## config.mk

```make
export PLATFORM = sky130hd
export DESIGN_NAME = myrisc16_mem_arbiter_flat
export DESIGN_NICKNAME = d
export VERILOG_FILES = /design/src/rtl/myrisc16_mem_arbiter_if.sv /design/src/rtl/myrisc16_mem_arbiter.sv /design/src/flat_wrapper.sv
export SDC_FILE = /design/constraint.sdc
export NUM_CORES = 1
export LEC_CHECK = 0
export BUFFER_PORTS_ARGS = -buffer_cell sky130_fd_sc_hd__buf_2
export CAP_MARGIN = 20
export CORE_UTILIZATION = 35
export DETAILED_ROUTE_END_ITERATION = 10
export PLACE_DENSITY = 0.57
export SLEW_MARGIN = 0
export SYNTH_ARGS = -nofsm -noshare
export SYNTH_HDL_FRONTEND = slang
export SYNTH_SLANG_ARGS = --single-unit
```

## constraint.sdc

```tcl
create_clock -name in_clock -period 5.05 [get_ports in_clock]
set_input_delay 1.01 -clock in_clock [delete_from_list [all_inputs] [get_ports in_clock]]
set_output_delay 1.01 -clock in_clock [all_outputs]
set_load 0.05 [all_outputs]
```

## src/rtl/myrisc16_mem_arbiter_if.sv

```systemverilog
// Requester-side bundle for the myrisc16 memory arbiter.
// master = CPU/host requesters, slave = arbiter.
interface myrisc16_mem_arbiter_if #(
    parameter int ADDR_W = 4,
    parameter int DATA_W = 16
);
    logic              cpu_req;
    logic              cpu_we;
    logic [ADDR_W-1:0] cpu_addr;
    logic [DATA_W-1:0] cpu_wdata;
    logic              cpu_ack;
    logic [DATA_W-1:0] cpu_rdata;
    logic              host_req;
    logic              host_we;
    logic [ADDR_W-1:0] host_addr;
    logic [DATA_W-1:0] host_wdata;
    logic              host_lock;
    logic              host_ack;
    logic [DATA_W-1:0] host_rdata;

    modport master (
        output cpu_req, cpu_we, cpu_addr, cpu_wdata,
        output host_req, host_we, host_addr, host_wdata, host_lock,
        input  cpu_ack, cpu_rdata, host_ack, host_rdata
    );

    modport slave (
        input  cpu_req, cpu_we, cpu_addr, cpu_wdata,
        input  host_req, host_we, host_addr, host_wdata, host_lock,
        output cpu_ack, cpu_rdata, host_ack, host_rdata
    );
endinterface

```

## src/rtl/myrisc16_mem_arbiter.sv

```systemverilog
// myrisc16 word memory shared by CPU and host, round-robin, 3-cycle slots.
// Optional host exclusive lock: define MYRISC16_ARB_LOCK_EN.
module myrisc16_mem_arbiter #(
    parameter int ADDR_W = 4,
    parameter int DATA_W = 16
) (
    input  logic                  in_clock,
    input  logic                  in_reset,
    myrisc16_mem_arbiter_if.slave bus,
    output logic                  busy,
    output logic [7:0]            out_led
);
    localparam int DEPTH = 2**ADDR_W;

    typedef enum logic [1:0] {S_IDLE, S_ACC, S_ACK} state_t;
    typedef enum logic {G_CPU, G_HOST} grant_t;

    state_t            state_q, state_d;
    grant_t            last_q, last_d;
    logic              we_q, we_d;
    logic [ADDR_W-1:0] addr_q, addr_d;
    logic [DATA_W-1:0] wdata_q, wdata_d;
    logic              cpu_ack_q, cpu_ack_d;
    logic              host_ack_q, host_ack_d;
    logic [DATA_W-1:0] cpu_rdata_q, cpu_rdata_d;
    logic [DATA_W-1:0] host_rdata_q, host_rdata_d;
    logic              busy_q, busy_d;
    logic [DATA_W-1:0] mem_q [DEPTH];
    logic [DATA_W-1:0] mem_d [DEPTH];

    logic host_only;
    logic pick_cpu;
    logic pick_host;

`ifdef MYRISC16_ARB_LOCK_EN
    assign host_only = bus.host_lock && (last_q == G_HOST);
`else
    assign host_only = 1'b0;
    wire unused_lock = bus.host_lock;
`endif

    // CPU wins unless host holds the lock or CPU was served last
    assign pick_cpu  = bus.cpu_req && !host_only &&
                       (!bus.host_req || last_q == G_HOST);
    assign pick_host = bus.host_req && !pick_cpu;

    always_comb begin
        state_d      = state_q;
        last_d       = last_q;
        we_d         = we_q;
        addr_d       = addr_q;
        wdata_d      = wdata_q;
        cpu_ack_d    = 1'b0;
        host_ack_d   = 1'b0;
        cpu_rdata_d  = cpu_rdata_q;
        host_rdata_d = host_rdata_q;
        mem_d        = mem_q;
        unique case (state_q)
            S_IDLE: begin
                if (pick_cpu) begin
                    we_d    = bus.cpu_we;
                    addr_d  = bus.cpu_addr;
                    wdata_d = bus.cpu_wdata;
                    last_d  = G_CPU;
                    state_d = S_ACC;
                end else if (pick_host) begin
                    we_d    = bus.host_we;
                    addr_d  = bus.host_addr;
                    wdata_d = bus.host_wdata;
                    last_d  = G_HOST;
                    state_d = S_ACC;
                end
            end
            S_ACC: begin
                if (we_q) begin
                    mem_d[addr_q] = wdata_q;
                end else if (last_q == G_CPU) begin
                    cpu_rdata_d = mem_q[addr_q];
                end else begin
                    host_rdata_d = mem_q[addr_q];
                end
                cpu_ack_d  = (last_q == G_CPU);
                host_ack_d = (last_q == G_HOST);
                state_d    = S_ACK;
            end
            S_ACK:   state_d = S_IDLE;
            default: state_d = S_IDLE;
        endcase
        busy_d = (state_d != S_IDLE);
    end

    always_ff @(posedge in_clock) begin
        if (in_reset) begin
            state_q      <= S_IDLE;
            last_q       <= G_HOST;
            we_q         <= 1'b0;
            addr_q       <= '0;
            wdata_q      <= '0;
            cpu_ack_q    <= 1'b0;
            host_ack_q   <= 1'b0;
            cpu_rdata_q  <= '0;
            host_rdata_q <= '0;
            busy_q       <= 1'b0;
            for (int i = 0; i < DEPTH; i++) begin
                mem_q[i] <= '1;
            end
        end else begin
            state_q      <= state_d;
            last_q       <= last_d;
            we_q         <= we_d;
            addr_q       <= addr_d;
            wdata_q      <= wdata_d;
            cpu_ack_q    <= cpu_ack_d;
            host_ack_q   <= host_ack_d;
            cpu_rdata_q  <= cpu_rdata_d;
            host_rdata_q <= host_rdata_d;
            busy_q       <= busy_d;
            mem_q        <= mem_d;
        end
    end

    assign bus.cpu_ack    = cpu_ack_q;
    assign bus.host_ack   = host_ack_q;
    assign bus.cpu_rdata  = cpu_rdata_q;
    assign bus.host_rdata = host_rdata_q;
    assign busy           = busy_q;
    assign out_led        = mem_q[DEPTH-1][7:0];
endmodule
```

## src/flat_wrapper.sv

```systemverilog
// flat-port wrapper written by rule: the top's interface ports become plain ports
module myrisc16_mem_arbiter_flat 
#(
    parameter int ADDR_W = 4,
    parameter int DATA_W = 16
)
  (in_clock, in_reset, busy, out_led, bus_cpu_req, bus_cpu_we, bus_cpu_addr, bus_cpu_wdata, bus_host_req, bus_host_we, bus_host_addr, bus_host_wdata, bus_host_lock, bus_cpu_ack, bus_cpu_rdata, bus_host_ack, bus_host_rdata);
  myrisc16_mem_arbiter_if #(.ADDR_W(ADDR_W), .DATA_W(DATA_W)) bus_i ();
  input  logic in_clock;
  input  logic in_reset;
  output logic busy;
  output logic [7:0] out_led;
  input wire logic [$bits(bus_i.cpu_req)-1:0] bus_cpu_req;
  input wire logic [$bits(bus_i.cpu_we)-1:0] bus_cpu_we;
  input wire logic [$bits(bus_i.cpu_addr)-1:0] bus_cpu_addr;
  input wire logic [$bits(bus_i.cpu_wdata)-1:0] bus_cpu_wdata;
  input wire logic [$bits(bus_i.host_req)-1:0] bus_host_req;
  input wire logic [$bits(bus_i.host_we)-1:0] bus_host_we;
  input wire logic [$bits(bus_i.host_addr)-1:0] bus_host_addr;
  input wire logic [$bits(bus_i.host_wdata)-1:0] bus_host_wdata;
  input wire logic [$bits(bus_i.host_lock)-1:0] bus_host_lock;
  output wire logic [$bits(bus_i.cpu_ack)-1:0] bus_cpu_ack;
  output wire logic [$bits(bus_i.cpu_rdata)-1:0] bus_cpu_rdata;
  output wire logic [$bits(bus_i.host_ack)-1:0] bus_host_ack;
  output wire logic [$bits(bus_i.host_rdata)-1:0] bus_host_rdata;
  assign bus_i.cpu_req = bus_cpu_req;
  assign bus_i.cpu_we = bus_cpu_we;
  assign bus_i.cpu_addr = bus_cpu_addr;
  assign bus_i.cpu_wdata = bus_cpu_wdata;
  assign bus_i.host_req = bus_host_req;
  assign bus_i.host_we = bus_host_we;
  assign bus_i.host_addr = bus_host_addr;
  assign bus_i.host_wdata = bus_host_wdata;
  assign bus_i.host_lock = bus_host_lock;
  assign bus_cpu_ack = bus_i.cpu_ack;
  assign bus_cpu_rdata = bus_i.cpu_rdata;
  assign bus_host_ack = bus_i.host_ack;
  assign bus_host_rdata = bus_i.host_rdata;
  myrisc16_mem_arbiter #(.ADDR_W(ADDR_W), .DATA_W(DATA_W)) u_core (.in_clock(in_clock), .in_reset(in_reset), .bus(bus_i), .busy(busy), .out_led(out_led));
endmodule
```

# Word level (Yosys, flattened, before mapping)

Index checks and enable logic that the tools add are counted.

Word-level logic and storage cells: 64
Bits of input ports: 47
Register bits: 315
Output and inout port bits: 43

Equal/unequal tests: 1
Mux-type cells: 17
Reduce and logical (&&, ||, !) cells: 14
$lt $le $gt $ge: 2
Bitwise operators: 4

Operator list:

| operator                                                               | number |
|---|---|
| 256-bit bitwise mux                                                    | 1 |
| 16-bit 2-to-1 mux                                                      | 5 |
| 16-bit binary-select mux with 4-bit select                             | 1 |
| 16-bit demux with 4-bit select                                         | 1 |
| 4-bit 2-to-1 mux                                                       | 2 |
| 3-bit AND reduction                                                    | 2 |
| 5-bit greater-or-equal comparator (second input constant)              | 1 |
| 5-bit by 1-bit < comparator with 1-bit output (second input constant)  | 1 |
| 4-bit inverter with 5-bit output                                       | 1 |
| 1-bit 2-to-1 mux                                                       | 4 |
| 2-bit 2-to-1 mux                                                       | 2 |
| 2-bit case mux with 2 select lines                                     | 1 |
| 2-bit AND reduction                                                    | 2 |
| 2-bit nonzero test                                                     | 2 |
| 1-bit logical AND                                                      | 3 |
| 1-bit inverter                                                         | 3 |
| 2-bit by 1-bit equality test with 1-bit output (second input constant) | 1 |
| 1-bit zero test                                                        | 2 |
| 2-bit zero test                                                        | 1 |
| 2-bit OR reduction                                                     | 1 |
| 1-bit logical OR                                                       | 1 |

# Depth between registers and ports, before layout

Depth in word-level cells: 9
Depth in mapped cells: 8

# Worst setup path before layout

Ideal clock, no wire load.

Kind: input to register
From: in in_reset
To: reg u_core.cpu_rdata_q[10] (netlist: u_core.bus.cpu_rdata[10])
Data arrival time: 2.022 ns
Required time: 4.936 ns
Stages: 6
Library setup time: 0.114 ns
Buffers on the path: 1
Slack: 2.914 ns
Cells stage by stage: nand2b_1 clkinv_1 nand3b_1 clkbuf_1 o22ai_1 a21o_1

RTL lines:

| item                 | line                        | text |
|---|---|---|
| from (decl)          | flat_wrapper.sv:10          | `input logic in_reset;` |
| to (signal assigned) | myrisc16_mem_arbiter.sv:115 | `cpu_rdata_q <= cpu_rdata_d;` |
| to (decl)            | myrisc16_mem_arbiter.sv:25  | `logic [DATA_W-1:0] cpu_rdata_q, cpu_rdata_d;` |

# Worst setup path after layout

From: reg u_core.addr_q[1]
To: reg u_core.cpu_rdata_q[7] (netlist: u_core.bus.cpu_rdata[7])

Word-level cells in the longest chain between the ends: 4

Ends and longest elaborated chain:

| item                                                   | line                        | text |
|---|---|---|
| from (decl)                                            | myrisc16_mem_arbiter.sv:21  | `logic [ADDR_W-1:0] addr_q, addr_d;` |
| from (signal assigned)                                 | myrisc16_mem_arbiter.sv:111 | `addr_q <= addr_d;` |
| 4-bit inverter with 5-bit output (not written as such) | myrisc16_mem_arbiter.sv:78  | `cpu_rdata_d = mem_q[addr_q];` |
| 16-bit binary-select mux with 4-bit select             | myrisc16_mem_arbiter.sv:78  |  |
| 16-bit 2-to-1 mux (not written as such) (2 in series)  | myrisc16_mem_arbiter.sv:78  |  |

Every way passes these cells. The select of a mux whose other input is x is not followed.
A chain may end at the register's enable or synchronous reset.

==> flow_summary.json <==
{
  "clk_pin_slew_ns": 0.06,
  "synth_area_leaders": "dfxtp_1, nand3b_1, nand2_1, mux4_2, mux2i_1",
  "area_growth_pct": 12.2,
  "grt_max_degree": 130,
  "fin_skew_ns": 0.00957,
  "place_ws_ns": 1.95,
  "synthMuxAreaShare_pct": 14.2,
  "post_cts_buffers": 0,
  "synth_nets": 1572,
  "hp-class": "flop to flop",
  "core-area_sq_um": 38900,
  "worst_pin_slew_ns": 1.04,
  "regArea_sq_um": 6310,
  "first_iter_violations": 960,
  "critical_path_class": "flop to flop",
  "crit_required_ns": 5.46,
  "design_area_sq_um": 15600,
  "yosys.area.top_type": "dfxtp_1",
  "antenna_found_initial": 0,
  "min_period_ns": 3.04,
  "ys.warnings.count": 0,
  "maxCapViolations": 0,
  "seq_area_frac_synth_pct": 45.3,
  "multiInputGateArea_sq_um": 6940,
  "synth_most_common_cell": "nand2_1",
  "vias": 10800,
  "drive_gt1_share_pct": 15.7,
  "synthTopCellsByCount": "nand2_1, dfxtp_1, nand3b_1",
  "setup_violations": 0,
  "antenna_left": 0,
  "gp_congestion": 0.785,
  "drc": 0,
  "n_antenna_cell": 0,
  "layout.nets": 1566,
  "synth_ff_type": "dfxtp_1",
  "ctsResizeCount": 0,
  "hpwl_um": 24000,
  "powerDensity_nw_per_um2": 362,
  "die_y_um": 201,
  "synth_top_family_by_area": "simple AND/OR/NAND/NOR gates",
  "synth-simple-area-share_pct": 31.1,
  "numCtsBuffers": 35,
  "worstSkewPairLatency_ns": 0.52,
  "postSynthAreaPerCell_sq_um": 9.12,
  "grt_usage_pct": 19.7,
  "synth-compound-area-share_pct": 4.53,
  "slew_headroom_pct": 30.8,
  "die_w_um": 201,
  "cts_root_buf": "clkbuf_16",
  "grt_pass1_vias": 10600,
  "path_cells": "buf_4 > mux4_2 > mux2i_1 > o22ai_1 > a21o_1",
  "totalWireLength_um": 40100,
  "overflow": 0,
  "dpl_cell_area_sq_um": 14500,
  "start_kind": "flop",
  "async_flop_share_pct": 0,
  "fin_crit_sh_pct": 60.2,
  "max_stage_delay_ns": 1.04,
  "drt_pass1_iterations": 5,
  "slew_violations": 0,
  "max_freq_ghz": 0.329,
  "synth_area_sq_um": 13900,
  "fillers": 3843,
  "cp_max_fo": 49,
  "grt_pass1_wl_um": 62100,
  "rows": 72,
  "total_power_mw": 5.65,
  "clock_path_buffers": 3,
  "synth_xor_xnor_area_share_pct": 0,
  "yosys_register_bits": 315,
  "portBuffers": 88,
  "arrival_ns": 3.45,
  "crit_family": "flip-flops",
  "fin_hold_ws_ns": 0.446,
  "setup_slack_ns": 2.01,
  "h-tree-depth": 2,
  "die_area_sq_um": 40500,
  "wl_per_cell_um": 19.4,
  "hold_viol_final": 0,
  "synthAdderAreaFrac_pct": 0,
  "critPathSlowestCell": "dfxtp_4",
  "synth_top_area_share_pct": 45.3,
  "cts.sinks": 315,
  "status": "completed",
  "cts_tree": "built",
  "path_buf_inv": 1,
  "irDropWorstVdd_v": 0.000187,
  "via_per_inst": 5.24,
  "synth_edf_count": 0,
  "start_util_pct": 35.7,
  "ys_types": 31,
  "syn_inst": 1525,
  "ios": 90,
  "rsz0062_at_grt": "false",
  "setup_tns_ns": 0,
  "setup.worst_path.end_class": "flop",
  "postCtsHoldBufs": 0,
  "leakage_nw": 6.95
}
==> layer usage <==
metal,up-vias,GRT usage [%],wire [um]
met2,275,34.6,19900
met1,5320,25.3,17400
met5,-,0,0
met4,0,5.49,848
li1,5165,-,-
met3,51,2.49,1960
==> cell usage in the layout, fill, tap and decap left out, types with 2 or more instances in the layout <==
cell type / n
a211oi_1: 21
a21o_1: 32
a21oi_1: 2
and3_1: 4
buf_2: 87
buf_4: 19
clkbuf_1: 8
clkbuf_16: 37
clkbuf_8: 6
clkinv_2: 9
dfxtp_1: 312
dfxtp_4: 2
mux2i_1: 53
mux4_2: 64
nand2_1: 516
nand2b_1: 4
nand3_1: 14
nand3b_1: 260
nor2_1: 26
nor2b_1: 5
nor3_2: 10
nor3_4: 2
o21ai_0: 2
o22ai_1: 32
or3_1: 4
==> layout make-up <==
type / count / area share (%)
Clock buffer: 51 / 6.66
Clock inverter: 11 / 0.393
Inverter: 2 / 0.0481
Multi-Input combinational cell: 1058 / 44.5
Sequential cell: 315 / 40.5
Tap cell: 518 / 4.15
Timing Repair Buffer: 107 / 3.78
==> power breakdown <==
part           total (mW)  switching (mW)  internal, mW
clock                2.46            1.03          1.43
combinational       0.467           0.273         0.194
sequential           2.73           0.183          2.55
total                5.65            1.48          4.17
==> metrics by stage <==
step	utilization, %	std cells
floorplan	-	1525
global placement	37.3	2000
detailed placement	37.3	2000
CTS	40.1	2062
global route	40.1	2062
finish	40.1	2062
==> worst register-to-register path: cells and delay by family, from the launching register on <==
kind	cells	cell delay, ns
buffers and inverters	1	0.57
flip-flops	1	1.04
AO/OA/AOI/OAI	2	0.37
multiplexers	2	0.95
==> flip-flops by register name (all words and copies together) (netlist names), 2 cells and up <==
signal and flops:
u_core.addr_q 4, u_core.bus.cpu_rdata 16, u_core.bus.host_rdata 16, u_core.mem_q 248
u_core.out_led 8, u_core.state_q 2, u_core.wdata_q 16
==> worst paths after layout <==
| kind | startpoint | to | slack (ns) | depth (start not counted) |
|---|---|---|---|---|
| setup reg to reg | u_core.addr_q[1] | u_core.bus.cpu_rdata[7] | 2.01 | 5 |
| hold / removal | u_core.bus.host_rdata[2] | u_core.bus.host_rdata[2] | 0.45 | 1 |
| setup / recovery | u_core.addr_q[1] | u_core.bus.cpu_rdata[7] | 2.01 | 5 |
| hold reg to reg | u_core.bus.host_rdata[2] | u_core.bus.host_rdata[2] | 0.45 | 1 |
==> kinds of logic after synthesis <==
kind of cell,count (synthesis)
DFF,315
buffers and inverters,152
AOI/OAI and AO/OA,91
and+or+nand+nor,850
muxes,117
Note: power is estimated with default switching activity, not from simulation.
